File: config.mk
export PLATFORM = sky130hd
export DESIGN_NAME = johnson_phase_decoder
export DESIGN_NICKNAME = d
export VERILOG_FILES = /design/src/rtl/johnson_phase_decoder.sv
export SDC_FILE = /design/constraint.sdc
export NUM_CORES = 1
export LEC_CHECK = 0
export ABC_AREA = 1
export BUFFER_PORTS_ARGS = -buffer_cell sky130_fd_sc_hd__clkbuf_2
export CAP_MARGIN = 10
export CORE_MARGIN = 4
export CORE_UTILIZATION = 60
export CTS_CLUSTER_SIZE = 12
export DETAILED_ROUTE_END_ITERATION = 8
export PLACE_DENSITY = 0.85
export RECOVER_POWER = 50
export SETUP_SLACK_MARGIN = 0.3
export SLEW_MARGIN = 25
export SYNTH_ARGS = -nofsm -noshare
export SYNTH_HDL_FRONTEND = slang
export SYNTH_SLANG_ARGS = --single-unit
File: constraint.sdc
create_clock -name clk -period 3.4 [get_ports clk]
set_input_delay 0.51 -clock clk [delete_from_list [all_inputs] [get_ports clk]]
set_output_delay 0.51 -clock clk [all_outputs]
set_load 0.01 [all_outputs]
File: src/rtl/johnson_phase_decoder.sv
// Johnson phase decoder.
// Consumes the 4-bit Johnson counter state and turns each legal code into a
// registered one-hot 8-phase strobe plus a 3-bit phase index. It also checks
// that successive samples follow the Johnson sequence, maintains a lock FSM,
// counts completed cycles while locked and keeps a saturating error count.
module johnson_phase_decoder #(
  parameter int LOCK_CNT = 4,  // correct successor steps needed to lock (1..15)
  parameter int CW       = 8,  // completed-cycle counter width
  parameter int EW       = 8   // saturating error counter width
) (
  input  logic          clk,
  input  logic          rst,             // asynchronous, active-low
  input  logic          en,
  input  logic [3:0]    jc_q,
  input  logic          clr_err,
  output logic [7:0]    phase,
  output logic [2:0]    phase_idx,
  output logic          illegal,
  output logic          seq_err,
  output logic          illegal_sticky,
  output logic          seq_err_sticky,
  output logic          locked,
  output logic [CW-1:0] cycle_cnt,
  output logic [EW-1:0] err_cnt
);

  typedef enum logic [1:0] {
    ST_UNLOCKED = 2'd0,
    ST_LOCKING  = 2'd1,
    ST_LOCKED   = 2'd2
  } lock_state_t;

  localparam logic [3:0] LOCK_TGT = 4'(LOCK_CNT);

  lock_state_t state;
  logic [3:0]  match;
  logic [2:0]  prev_idx;
  logic        prev_valid;

  logic        dec_legal;
  logic [2:0]  dec_idx;
  logic        succ_ok;
  logic        ill_hit;
  logic        seq_hit;
  logic        err_event;
  logic        wrap_hit;

  // Map the Johnson code to its phase index; everything else is illegal.
  always_comb begin
    // NOTE: every variable gets a default before the case so no path can
    // leave it unassigned, which would otherwise infer a latch.
    dec_legal = 1'b1;
    dec_idx   = 3'd0;
    case (jc_q)
      4'b0000: dec_idx = 3'd0;
      4'b0001: dec_idx = 3'd1;
      4'b0011: dec_idx = 3'd2;
      4'b0111: dec_idx = 3'd3;
      4'b1111: dec_idx = 3'd4;
      4'b1110: dec_idx = 3'd5;
      4'b1100: dec_idx = 3'd6;
      4'b1000: dec_idx = 3'd7;
      default: dec_legal = 1'b0;
    endcase
  end

  // Classify the current sample against the previously seen index.
  always_comb begin
    // 3-bit addition wraps 7 -> 0, giving the mod-8 successor for free.
    succ_ok   = prev_valid && (dec_idx == 3'(prev_idx + 3'd1));
    ill_hit   = en && !dec_legal;
    seq_hit   = en && dec_legal && prev_valid && !succ_ok;
    err_event = ill_hit || seq_hit;
    wrap_hit  = en && dec_legal && succ_ok && (prev_idx == 3'd7) &&
                (state == ST_LOCKED);
  end

  // Phase outputs, error pulses and the previous-index tracker.
  always_ff @(posedge clk or negedge rst) begin
    if (!rst) begin
      phase      <= '0;
      phase_idx  <= '0;
      illegal    <= 1'b0;
      seq_err    <= 1'b0;
      prev_idx   <= '0;
      prev_valid <= 1'b0;
    end else begin
      // NOTE: sequential state uses non-blocking assignments so every
      // register samples pre-edge values regardless of statement order.
      illegal <= ill_hit;
      seq_err <= seq_hit;
      if (en) begin
        if (dec_legal) begin
          phase      <= 8'b1 << dec_idx;
          phase_idx  <= dec_idx;
          prev_idx   <= dec_idx;
          prev_valid <= 1'b1;
        end else begin
          // An illegal code breaks the chain: the next legal code restarts it.
          phase      <= '0;
          prev_valid <= 1'b0;
        end
      end
    end
  end

  // Lock FSM with a registered locked flag; only advances on samples.
  always_ff @(posedge clk or negedge rst) begin
    if (!rst) begin
      state  <= ST_UNLOCKED;
      match  <= '0;
      locked <= 1'b0;
    end else if (en) begin
      case (state)
        ST_UNLOCKED: begin
          if (dec_legal) begin
            state <= ST_LOCKING;
            match <= '0;
          end
        end
        ST_LOCKING: begin
          if (!dec_legal || !succ_ok) begin
            state <= ST_UNLOCKED;
            match <= '0;
          end else if (4'(match + 4'd1) == LOCK_TGT) begin
            state  <= ST_LOCKED;
            match  <= 4'(match + 4'd1);
            locked <= 1'b1;
          end else begin
            match <= 4'(match + 4'd1);
          end
        end
        ST_LOCKED: begin
          if (!dec_legal || !succ_ok) begin
            state  <= ST_UNLOCKED;
            match  <= '0;
            locked <= 1'b0;
          end
        end
        default: begin
          state  <= ST_UNLOCKED;
          match  <= '0;
          locked <= 1'b0;
        end
      endcase
    end
  end

  // Completed-cycle counter: counts 7 -> 0 wraps seen while already locked.
  always_ff @(posedge clk or negedge rst) begin
    if (!rst) begin
      cycle_cnt <= '0;
    end else if (wrap_hit) begin
      cycle_cnt <= cycle_cnt + 1'b1;
    end
  end

  // Error bookkeeping; a coincident clear beats a new event.
  always_ff @(posedge clk or negedge rst) begin
    if (!rst) begin
      err_cnt        <= '0;
      illegal_sticky <= 1'b0;
      seq_err_sticky <= 1'b0;
    end else if (clr_err) begin
      err_cnt        <= '0;
      illegal_sticky <= 1'b0;
      seq_err_sticky <= 1'b0;
    end else begin
      if (ill_hit) illegal_sticky <= 1'b1;
      if (seq_hit) seq_err_sticky <= 1'b1;
      if (err_event && (err_cnt != '1)) err_cnt <= err_cnt + 1'b1;
    end
  end

endmodule

Word level (Yosys, flattened, before mapping). Cells that the tools add are included.

$add $sub $neg: 4. Equality and inequality tests: 18. Shift-type cells: 1. Muxes and demuxes: 23. Bitwise logic cells: 1. Reduce and logical (&&, ||, !) cells: 23.

Operators by type and width (count): two-way mux 8 bit (3); case mux 3 bit (7 select lines) (1); adder 8 x 1 -> 8 bit, second input constant (2); == test 4 bit, second input constant (4); two-way mux 4 bit (3); case mux 4 bit (3 select lines) (1); logical AND 1 bit (9); two-way mux 1 bit (9); == test 4 x 3 -> 1 bit, second input constant (2); two-way mux 2 bit (4); inequality test 8 bit, second input constant (1); OR reduction 8 bit (1); << shifter 1 x 3 -> 8 bit, first input constant (1); inequality test 2 bit, second input constant (3); case mux 2 bit (3 select lines) (1); nonzero test 2 bit (3); AND reduction 5 bit (1); adder 4 x 1 -> 4 bit, second input constant (1); == test 4 x 1 -> 1 bit, second input constant (1); == test 4 x 2 -> 1 bit, second input constant (1); logical NOT 4 bit (1); AND reduction 4 bit (1); adder 3 x 1 -> 3 bit, second input constant (1); == test 3 bit (1); 12 further kinds (14).

Bits in registers: 39. Input port bits: 8. Output and inout port bits: 32. Logic and storage cells: 82.

Longest topological paths before layout. Gate-level depths: netlist (run 1).

Word-level depth: 10. Mapped depth: 14.

Least setup slack after synthesis (run 1). No wires, ideal clock.

Path type: reg2reg. Start point: register prev_idx[0]. End point: register err_cnt[2]. Setup time: 0.117 ns. Arrival time: 1.689 ns. Setup slack: 1.594 ns. Stages on the path, launching flop included: 13. Buffers on the path: 0. Clock period less this slack: 1.806 ns. Cells stage by stage: dfrtp_1 ha_1 ha_1 nand3_1 nand2_2 nor2_8 nand2_4 nand2_4 nand2_4 nand2_8 nand2_4 nand2_1 nand2_1.

Word-level cells in the longest chain between the ends: 8.

Ends and longest elaborated chain: from (decl) (RTL line 37) `logic [2:0] prev_idx;`; from (signal assigned) (RTL line 96) `prev_idx <= dec_idx;`; adder 3 x 1 -> 3 bit (RTL line 70) `succ_ok = prev_valid && (dec_idx == 3'(prev_idx + 3'd1));`; == test 3 bit (RTL line 70); logical AND 1 bit (RTL line 70); logical NOT 1 bit (RTL line 72) `seq_hit = en && dec_legal && prev_valid && !succ_ok;`; logical AND 1 bit (RTL line 72); logical OR 1 bit (RTL line 73) `err_event = ill_hit || seq_hit;`; logical AND 1 bit (RTL line 171) `if (err_event && (err_cnt != '1)) err_cnt <= err_cnt + 1'b1;`; nonzero test 2 bit (no line); to (signal assigned) (RTL line 171); to (decl) (RTL line 24) `output logic [EW-1:0] err_cnt`.

Every way passes these cells. A chain may end at the register's enable or synchronous reset.

Final worst setup path (run 1).
Start point: input port jc_q[1]. End point: register state[1].

Word-level cells in the longest chain between the ends: 8. Elaborated cells between the ends (all ways): 22.

Ends and longest elaborated chain: from (decl) (RTL line 14) `input logic [3:0] jc_q,`; == test 4 bit, or another cell as far along (RTL line 54) `case (jc_q)`; case mux 3 bit (7 select lines) (RTL line 54); == test 3 bit (RTL line 70); logical AND 1 bit (RTL line 70); logical NOT 1 bit (RTL line 122, 134); logical OR 1 bit (RTL line 122, 134); inequality test 3 bit (no line), or another cell as far along; AND reduction 4 bit (no line) or case mux 2 bit (3 select lines) (tied branches); to (signal assigned) (RTL line 123) `state <= ST_UNLOCKED;`; to (signal assigned) (RTL line 126) `state <= ST_LOCKED;`; to (signal assigned) (RTL line 135) `state <= ST_UNLOCKED;`; to (decl) (RTL line 35) `lock_state_t state;`.

Several ways; a longest one is shown, not always the timed one.

==> run metrics, run 1 <==
ant diodes=0; Antenna Nets Post-Route=0; Filler cells=268; Iter 0 DRT Violations=65; Post-Synthesis Cells=260; DRC Markers=0; relative slew slack=-36.7%; Root Buffer=clkbuf_8; Post-synth top cells=nand2_1, dfrtp_1, inv_1, nand3_1, nor2_1; yosys warns=0; Worst-Margin Slew=2050 ps; fin crit period=2090 ps; Post-Syn Area=2240 um2; top-area cell type share of the netlist area=43.6%; Die Span Y=69.1 um; largest net degree at the start of global routing=40; Pre-antenna DRT Iters=5; max cap viols=1; Total GRT Usage=21.5%; Hold Path Class=flop to flop; final setup margin=1310 ps; Max Fclk=0.478 GHz; fraction of layout cells with a size suffix above 1=22.4%; TritonCTS Buffers=5; leading post-synthesis cells by cell area=dfrtp_1, nand2_1, inv_1; H-tree lvl count=2; first-pass GRT wire length=8290 um; Die Width=69.1 um; ys async rst share=100%; IO Count=40; via/cell ratio=5.33; Primary FF master, synth=dfrtp_1; maximum fanout along the worst path=9; status=complete, but fails checks; P&R area growth vs syn=13.8%; fin nets=317; Clock Path Buffers=2; total number of vias=1867; Crit path required time=3590 ps; PD cells=436 nW/um2; Initial Util=64.6%; setup bufs post-CTS=0; Final Max Tran Viols=40; worst hold slack=477 ps; failing checks=capacitance limit, slew limit; Final Skew=4.52 ps; port bufs=39; Post-Syn Nets=274; Core ar.=3470 um2; pre-CTS setup slack=1440 ps; post-synthesis sequential area ratio=43.6%; initial antenna violation count=0; GPL Wtd Cong=0.890; Post-CTS Resized=0; DPL Wire Length=3250 um; Final setup viols=0; post-synth top area cell=dfrtp_1; CP Launch Type=input pin; crit share post-route=61.6%; area of the multi-input gates=1120 um2; number of global-route vias before repair=1801; final hold violation count=0; wire length per cell=12.9 um; # rows=21; CTS tree=yes; hold_buf cts=0; DIE AREA=4780 um2; clock latency reported for the late side of the worst-skew pair=290 ps; Yosys cell types=30; grt total ovfl=0; #FFs+latches synth=39; Syn Area/Cell=8.62 um2; total routed wirelength=4530 um; RSZ-0062 raised after global routing=no; static leakage=1.32 nW; Storage cell area=976 um2; maximum vdd drop=0.306 mV; # clock sinks=39; critical path type=input pin to flop; Critical Path AT=2280 ps; CP Capture Type=flop; Worst-path clk slew=70 ps; Post-synth EDFFs=0; top-count cell post-synth=nand2_1; setup total negative slack=0 ps
==> metrics by stage <==
step           power, mW  utilization [%]  std cells  cell area (um2)
6_report            1.11             73.5        350             2550
5_1_grt             1.19             73.5        350             2550
4_1_cts             1.13             74.5        350             2580
3_5_place_dp       0.781             71.6        342             2480
3_3_place_gp       0.773             71.6        342             2480
2_1_floorplan      0.710                -        260             2240
==> worst max-delay path, stage by stage <==
cell,delay [ps]
clkbuf_1,240
inv_1,160
nand2_1,140
nand4_1,250
nand2_1,420
o21ai_1,210
nand2_4,160
nor2_1,70
nand2_1,70
nand2_1,50
==> power by group <==
group          switching, mW  internal [mW]  total, mW  leakage, nW
logic                  0.167         0.0803      0.248        0.742
clock network          0.159          0.185      0.344       0.0515
registers             0.0264          0.494      0.520        0.530
==> logic make-up after synthesis <==
kind of cell | share of synthesized area (%)
AO/OA/AOI/OAI | 5.70
flip-flops | 43.6
AND/OR/NAND/NOR | 36.7
XOR/XNOR | 4.69
buffers and inverters | 5.53
adder cells (fa/ha/maj) | 3.35
multiplexers | 0.502
==> layout by cell type, fill, tap and decap left out, types with 2 or more instances in the layout <==
master and count:
nor2_4 3, clkbuf_1 7, nand2_4 5, nand2_2 3, nand4_1 6, nand3_1 19, nor2_8 2, nand2_1 73
clkbuf_2 33, nor2_1 19, o31ai_1 2, xor2_1 8, o21ai_0 10, nor4_1 3, o21ai_1 8, ha_1 6
inv_2 2, nand3_4 4, nand3_2 2, clkbuf_8 7, nor3_1 2, dfrtp_1 39, xnor2_1 4, nor2_2 3
inv_1 28
==> routing by layer <==
layer,part of all wire (%),track usage (%),wire [um]
met1,42,25.9,1910
met2,51,36.2,2300
met3,5.0,5.67,227
met5,0,0,0
met4,2.2,9.11,101
==> registers in the layout, indices dropped and copies added, names as in the netlist <==
| signal | count |
|---|---|
| prev_idx | 3 |
| seq_err_sticky | 1 |
| state | 2 |
| seq_err | 1 |
| illegal_sticky | 1 |
| cycle_cnt | 8 |
| prev_valid | 1 |
| err_cnt | 8 |
| match | 4 |
| locked | 1 |
| phase | 8 |
| illegal | 1 |
==> final cells by class <==
cell class                 count  share of cell area [%]
sequential                    39                    38.3
inverter                      30                    4.42
tap                           46                    2.26
clock buffer                   8                    3.93
multi-input combinational    188                    43.8
timing repair buffer          39                    7.36
==> path summary, 6_finish.rpt <==
kind / cells after the start / end / slack (ps) / start
max in group asynchronous: 1 / prev_idx[1] / 1430 / rst
worst min-delay path: 2 / locked / 480 / locked
worst min register to register: 2 / locked / 480 / locked
worst max register to register: 12 / err_cnt[7] / 1440 / prev_idx[0]
min in group asynchronous: 1 / cycle_cnt[5] / 800 / rst
worst max-delay path: 10 / state[1] / 1310 / jc_q[1]
Power figures use the tool's default switching activity.
==> run 2: changes to the inputs <==
Settings changed: CORE_UTILIZATION 60 to 55, PLACE_DENSITY 0.85 to 0.79.
Clock period 3.4 ns to 2.1 ns, I/O delays scaled along.
==> run 2 against run 1 <==
Compared with the run above:
- the run now ends clean
- worst hold slack got worse by 250 ps
- register-to-register slack got worse by 1200 ps
- wire length increased by 9.9%
- die area increased by 8.0%
- design area increased by 7.9%
- largest power group unchanged
- global-route usage decreased by 1.4 points
- largest cell class unchanged
- highest routed layer unchanged
- sequential cell count unchanged
- core utilization decreased by 1.1 points
- sequential share of layout area decreased by 2.8 points
- via count increased by 2.7%
- combinational power increased by 110%
- total power increased by 63%
==> run metrics, run 2 (synthesis gave the netlist of run 1 again) <==
setup total negative slack=0 ps; first-pass GRT wire length=8240 um; worst hold slack=229 ps; PD cells=660 nW/um2; ant diodes=0; biggest registers after layout=cycle_cnt (8), err_cnt (8), phase (8); DIE AREA=5160 um2; Sw Pwr=610 uW; final setup margin=204 ps; clock latency reported for the late side of the worst-skew pair=290 ps; # clock sinks=39; Max Fclk=0.528 GHz; Root Buffer=clkbuf_8; DRC Markers=0; combinational share of power=28.3%; Final setup viols=0; highest-count cells in the layout ignoring fill and taps=nand2_1, dfrtp_1, clkbuf_2; hold_buf cts=0; Clock Path Buffers=2; port bufs=39; GPL Wtd Cong=0.830; fin crit period=1900 ps; Worst-Margin Slew=1150 ps; fin nets=325; number of global-route vias before repair=1824; # rows=22; Net Sw Frac=33.6%; Internal Pwr Total=1.21 mW; TritonCTS Buffers=5; final hold violation count=0; max cap viols=0; post-route cell area=2750 um2; Hold Path Class=input pin to asynchronous set/reset pin; static leakage=1.37 nW; Iter 0 DRT Violations=90; placed instance area=2510 um2; pre-CTS setup slack=191 ps; CTS tree=yes; Placed Cells=345; via/cell ratio=5.35; clock share of power=25.3%; total routed wirelength=4980 um; post-route insts no fill=358; Initial Util=59.0%; wire length per cell=13.9 um; grt total ovfl=0; IO Count=40; crit share post-route=90.3%; CP Capture Type=flop; status=complete, no violations; Power Total=1.82 mW; Final Skew=5.74 ps; relative slew slack=23.5%; Worst-path clk slew=70 ps; maximum fanout along the worst path=9; fraction of layout cells with a size suffix above 1=31.0%; maximum vdd drop=0.396 mV; Die Span Y=71.8 um; most common cell after layout, fill and taps aside=nand2_1; Total GRT Usage=20.1%; Crit path required time=2280 ps; RSZ-0062 raised after global routing=yes; part of the power in registers=46.4%; Critical Path AT=2070 ps; Final Max Tran Viols=0; initial antenna violation count=0; largest net degree at the start of global routing=21; Die Width=71.8 um; Finished Core Util=72.4%; P&R area growth vs syn=22.7%; CP Launch Type=input pin; Antenna Nets Post-Route=0; critical path type=input pin to flop; DPL Wire Length=3390 um; total number of vias=1917; Pre-antenna DRT Iters=4; H-tree lvl count=2; Core ar.=3800 um2
run 2: timing repair:
item,CTS,global route
resized for setup,15,13
pin swaps,10,9
cloned,1,0
setup buffers,4,2
endpoints found under the hold margin,0,0
endpoints found under the setup margin,20,21
run 2: critical path, cell delays in order:
cell	delay, ps
clkbuf_1	260
inv_2	120
nand2_1	170
nand4_4	190
nand2_1	410
o21ai_1	250
nand2_4	170
nor2_1	70
nand2_1	60
nand2_1	50
run 2: final timing paths:
path                        startpoint           end  slack, ps  depth (start not counted)
max reg2reg                prev_idx[0]    err_cnt[3]        210                         13
max                            jc_q[1]      state[0]        200                         10
min reg2reg                     locked        locked        470                          2
max in group asynchronous          rst      phase[5]       1180                          1
min                                rst  cycle_cnt[3]        230                          1
min in group clk               jc_q[2]      phase[2]        320                          2
run 2: area by class of cell:
class	count	area (um2)
clock buffer	6	72.6
fill	273	1050
inverter	30	113
multi-input combinational	189	1260
sequential	39	976
tap	48	60.1
timing repair buffer	46	268
run 2: per-layer routing:
metal / global-route usage [%] / up-vias / share of wire (%)
li1: - / 942 / -
met1: 24.3 / 904 / 41
met2: 34.6 / 60 / 51
met3: 5.05 / 11 / 5.4
met4: 7.10 / 0 / 2.1
met5: 0 / - / 0
run 2: power groups by stage:
stage	Clock, mW	Sequential [mW]	Combinational (mW)
2_1_floorplan	0	0.865	0.286
4_1_cts	0.471	0.838	0.490
6_report	0.459	0.842	0.515
3_5_place_dp	0	0.855	0.421
3_3_place_gp	0	0.853	0.408
5_1_grt	0.505	0.849	0.564
==> run 3: changes to the inputs <==
Settings changed: RECOVER_POWER 50 to default.
==> run 3 against run 2 <==
Compared with the run above:
- the run now ends with hold timing left
- clock skew is essentially flat
- wire length is essentially flat
- highest routed layer unchanged
- critical path type is now flop to flop
- critical endpoint is now err_cnt[7]
- first-iteration DRC count shrank 2.2%
- total power grew 0.28%
- sequential share of layout area shrank 0.24 points
- sequential power is essentially flat
- register-to-register slack is essentially flat
- combinational power grew 0.8%
- die area is the same
==> run metrics, run 3 (synthesis gave the netlist of run 1 again) <==
reg2reg end=err_cnt[7]; PD cells=657 nW/um2; setup total negative slack=0 ps; DRC Markers=0; CP Capture Type=flop; highest-count cells in the layout ignoring fill and taps=nand2_1, dfrtp_1, clkbuf_2; crit share post-route=90.4%; clock share of power=25.3%; ant diodes=0; biggest registers after layout=cycle_cnt (8), err_cnt (8), phase (8); Worst-path clk slew=70 ps; Finished Core Util=72.9%; IO Count=40; CTS tree=yes; max cap viols=0; largest net degree at the start of global routing=21; most common cell after layout, fill and taps aside=nand2_1; Max Fclk=0.527 GHz; total number of vias=1915; Initial Util=59.0%; Final Skew=5.37 ps; Die Width=71.8 um; Filler cells=272; CP Launch Type=flop; GPL Wtd Cong=0.830; via/cell ratio=5.35; failing checks=hold timing; maximum vdd drop=0.404 mV; initial antenna violation count=0; Pre-antenna DRT Iters=4; fin nets=325; DPL Wire Length=3390 um; worst r2r src=prev_idx[0]; Clock Path Buffers=2; status=complete, but fails checks; RSZ-0062 raised after global routing=yes; Antenna Nets Post-Route=0; relative slew slack=64.6%; worst reg2reg setup slack=200 ps; Root Buffer=clkbuf_8; Iter 0 DRT Violations=88; part of the power in registers=46.3%; Net Sw Frac=33.7%; worst hold slack=-10.8 ps; TritonCTS Buffers=5; Core ar.=3800 um2; # clock sinks=39; port bufs=39; Final setup viols=0; P&R area growth vs syn=23.6%; static leakage=1.39 nW; critical path type=flop to flop; Critical Path AT=2070 ps; final hold violation count=6; maximum fanout along the worst path=6; Total GRT Usage=20.1%; Crit path required time=2270 ps; H-tree lvl count=2; Internal Pwr Total=1.21 mW; combinational share of power=28.5%; wire length per cell=13.9 um; # rows=22; hold_buf cts=0; Sw Pwr=613 uW; Die Span Y=71.8 um; Worst-Margin Slew=531 ps; grt total ovfl=0; post-route cell area=2770 um2; fraction of layout cells with a size suffix above 1=33.9%; fin crit period=1900 ps; Worst Reg-to-Reg Cells=13; first-pass GRT wire length=8240 um; clock latency reported for the late side of the worst-skew pair=290 ps; Final Max Tran Viols=0; placed instance area=2510 um2; DIE AREA=5160 um2; total routed wirelength=4980 um; Hold Path Class=input pin to asynchronous set/reset pin; number of global-route vias before repair=1824
## run 3: cell count changes in the layout (fill, tap and decap cells not counted)
cell	delta
clkbuf_1	-7
clkbuf_2	+7
nand2_1	-1
nand2_4	+1
nor2_1	-1
nor2_2	+1
## run 3: per-layer routing
layer / GRT usage, % / routed length (um)
met2: 34.6 / 2590
met1: 24.3 / 2020
met3: 5.05 / 270
met4: 7.10 / 95
met5: 0 / 0
## run 3: what timing repair did
action,CTS,global route
buffers inserted,4,2
setup endpoints to repair,20,21
resized for setup,15,13
gates cloned,1,0
pin swaps,10,9
## run 3: layout make-up
| cell class | count | area (um2) | area share [%] |
|---|---|---|---|
| multi-input combinational | 189 | 1270 | 45.9 |
| clock buffer | 6 | 72.6 | 2.62 |
| tap | 48 | 60.1 | 2.17 |
| timing repair buffer | 46 | 277 | 9.99 |
| sequential | 39 | 976 | 35.2 |
| inverter | 30 | 113 | 4.07 |
## run 3: worst max-delay path by stage
stage,from,endpoint,slack (ps)
3_3_place_gp,prev_idx[1],err_cnt[3],270
6_report,prev_idx[0],err_cnt[7],200
2_1_floorplan,prev_idx[0],err_cnt[2],300
3_5_place_dp,prev_idx[0],err_cnt[7],190
4_1_cts,prev_idx[0],err_cnt[7],270
5_1_grt,prev_idx[0],err_cnt[7],110
## run 3: worst max-delay path: stages (launching register included)
cell and delay (ps):
dfrtp_1 390, ha_2 210, ha_4 270, inv_2 40, nand2_2 80, nand2_4 60
nor2_8 170, nand2_4 90, nand2_4 100, nand2_8 70, nand2_8 90, nand2_8 80
nand2_2 80, nand2_1 50
## run 3: power by group through the flow
stage / Combinational [mW] / Clock [mW] / Sequential (mW)
3_3_place_gp: 0.408 / 0 / 0.853
5_1_grt: 0.568 / 0.505 / 0.849
4_1_cts: 0.490 / 0.471 / 0.838
3_5_place_dp: 0.421 / 0 / 0.855
2_1_floorplan: 0.286 / 0 / 0.865
6_report: 0.519 / 0.460 / 0.842
## run 3: per-stage QoR
step | setup WS, ps | instances | power, mW
after floorplan | 302 | 260 | 1.15
after global placement | 266 | 345 | 1.26
after detailed placement | 191 | 345 | 1.28
after CTS | 270 | 356 | 1.80
after global routing | 106 | 358 | 1.92
final | 202 | 358 | 1.82
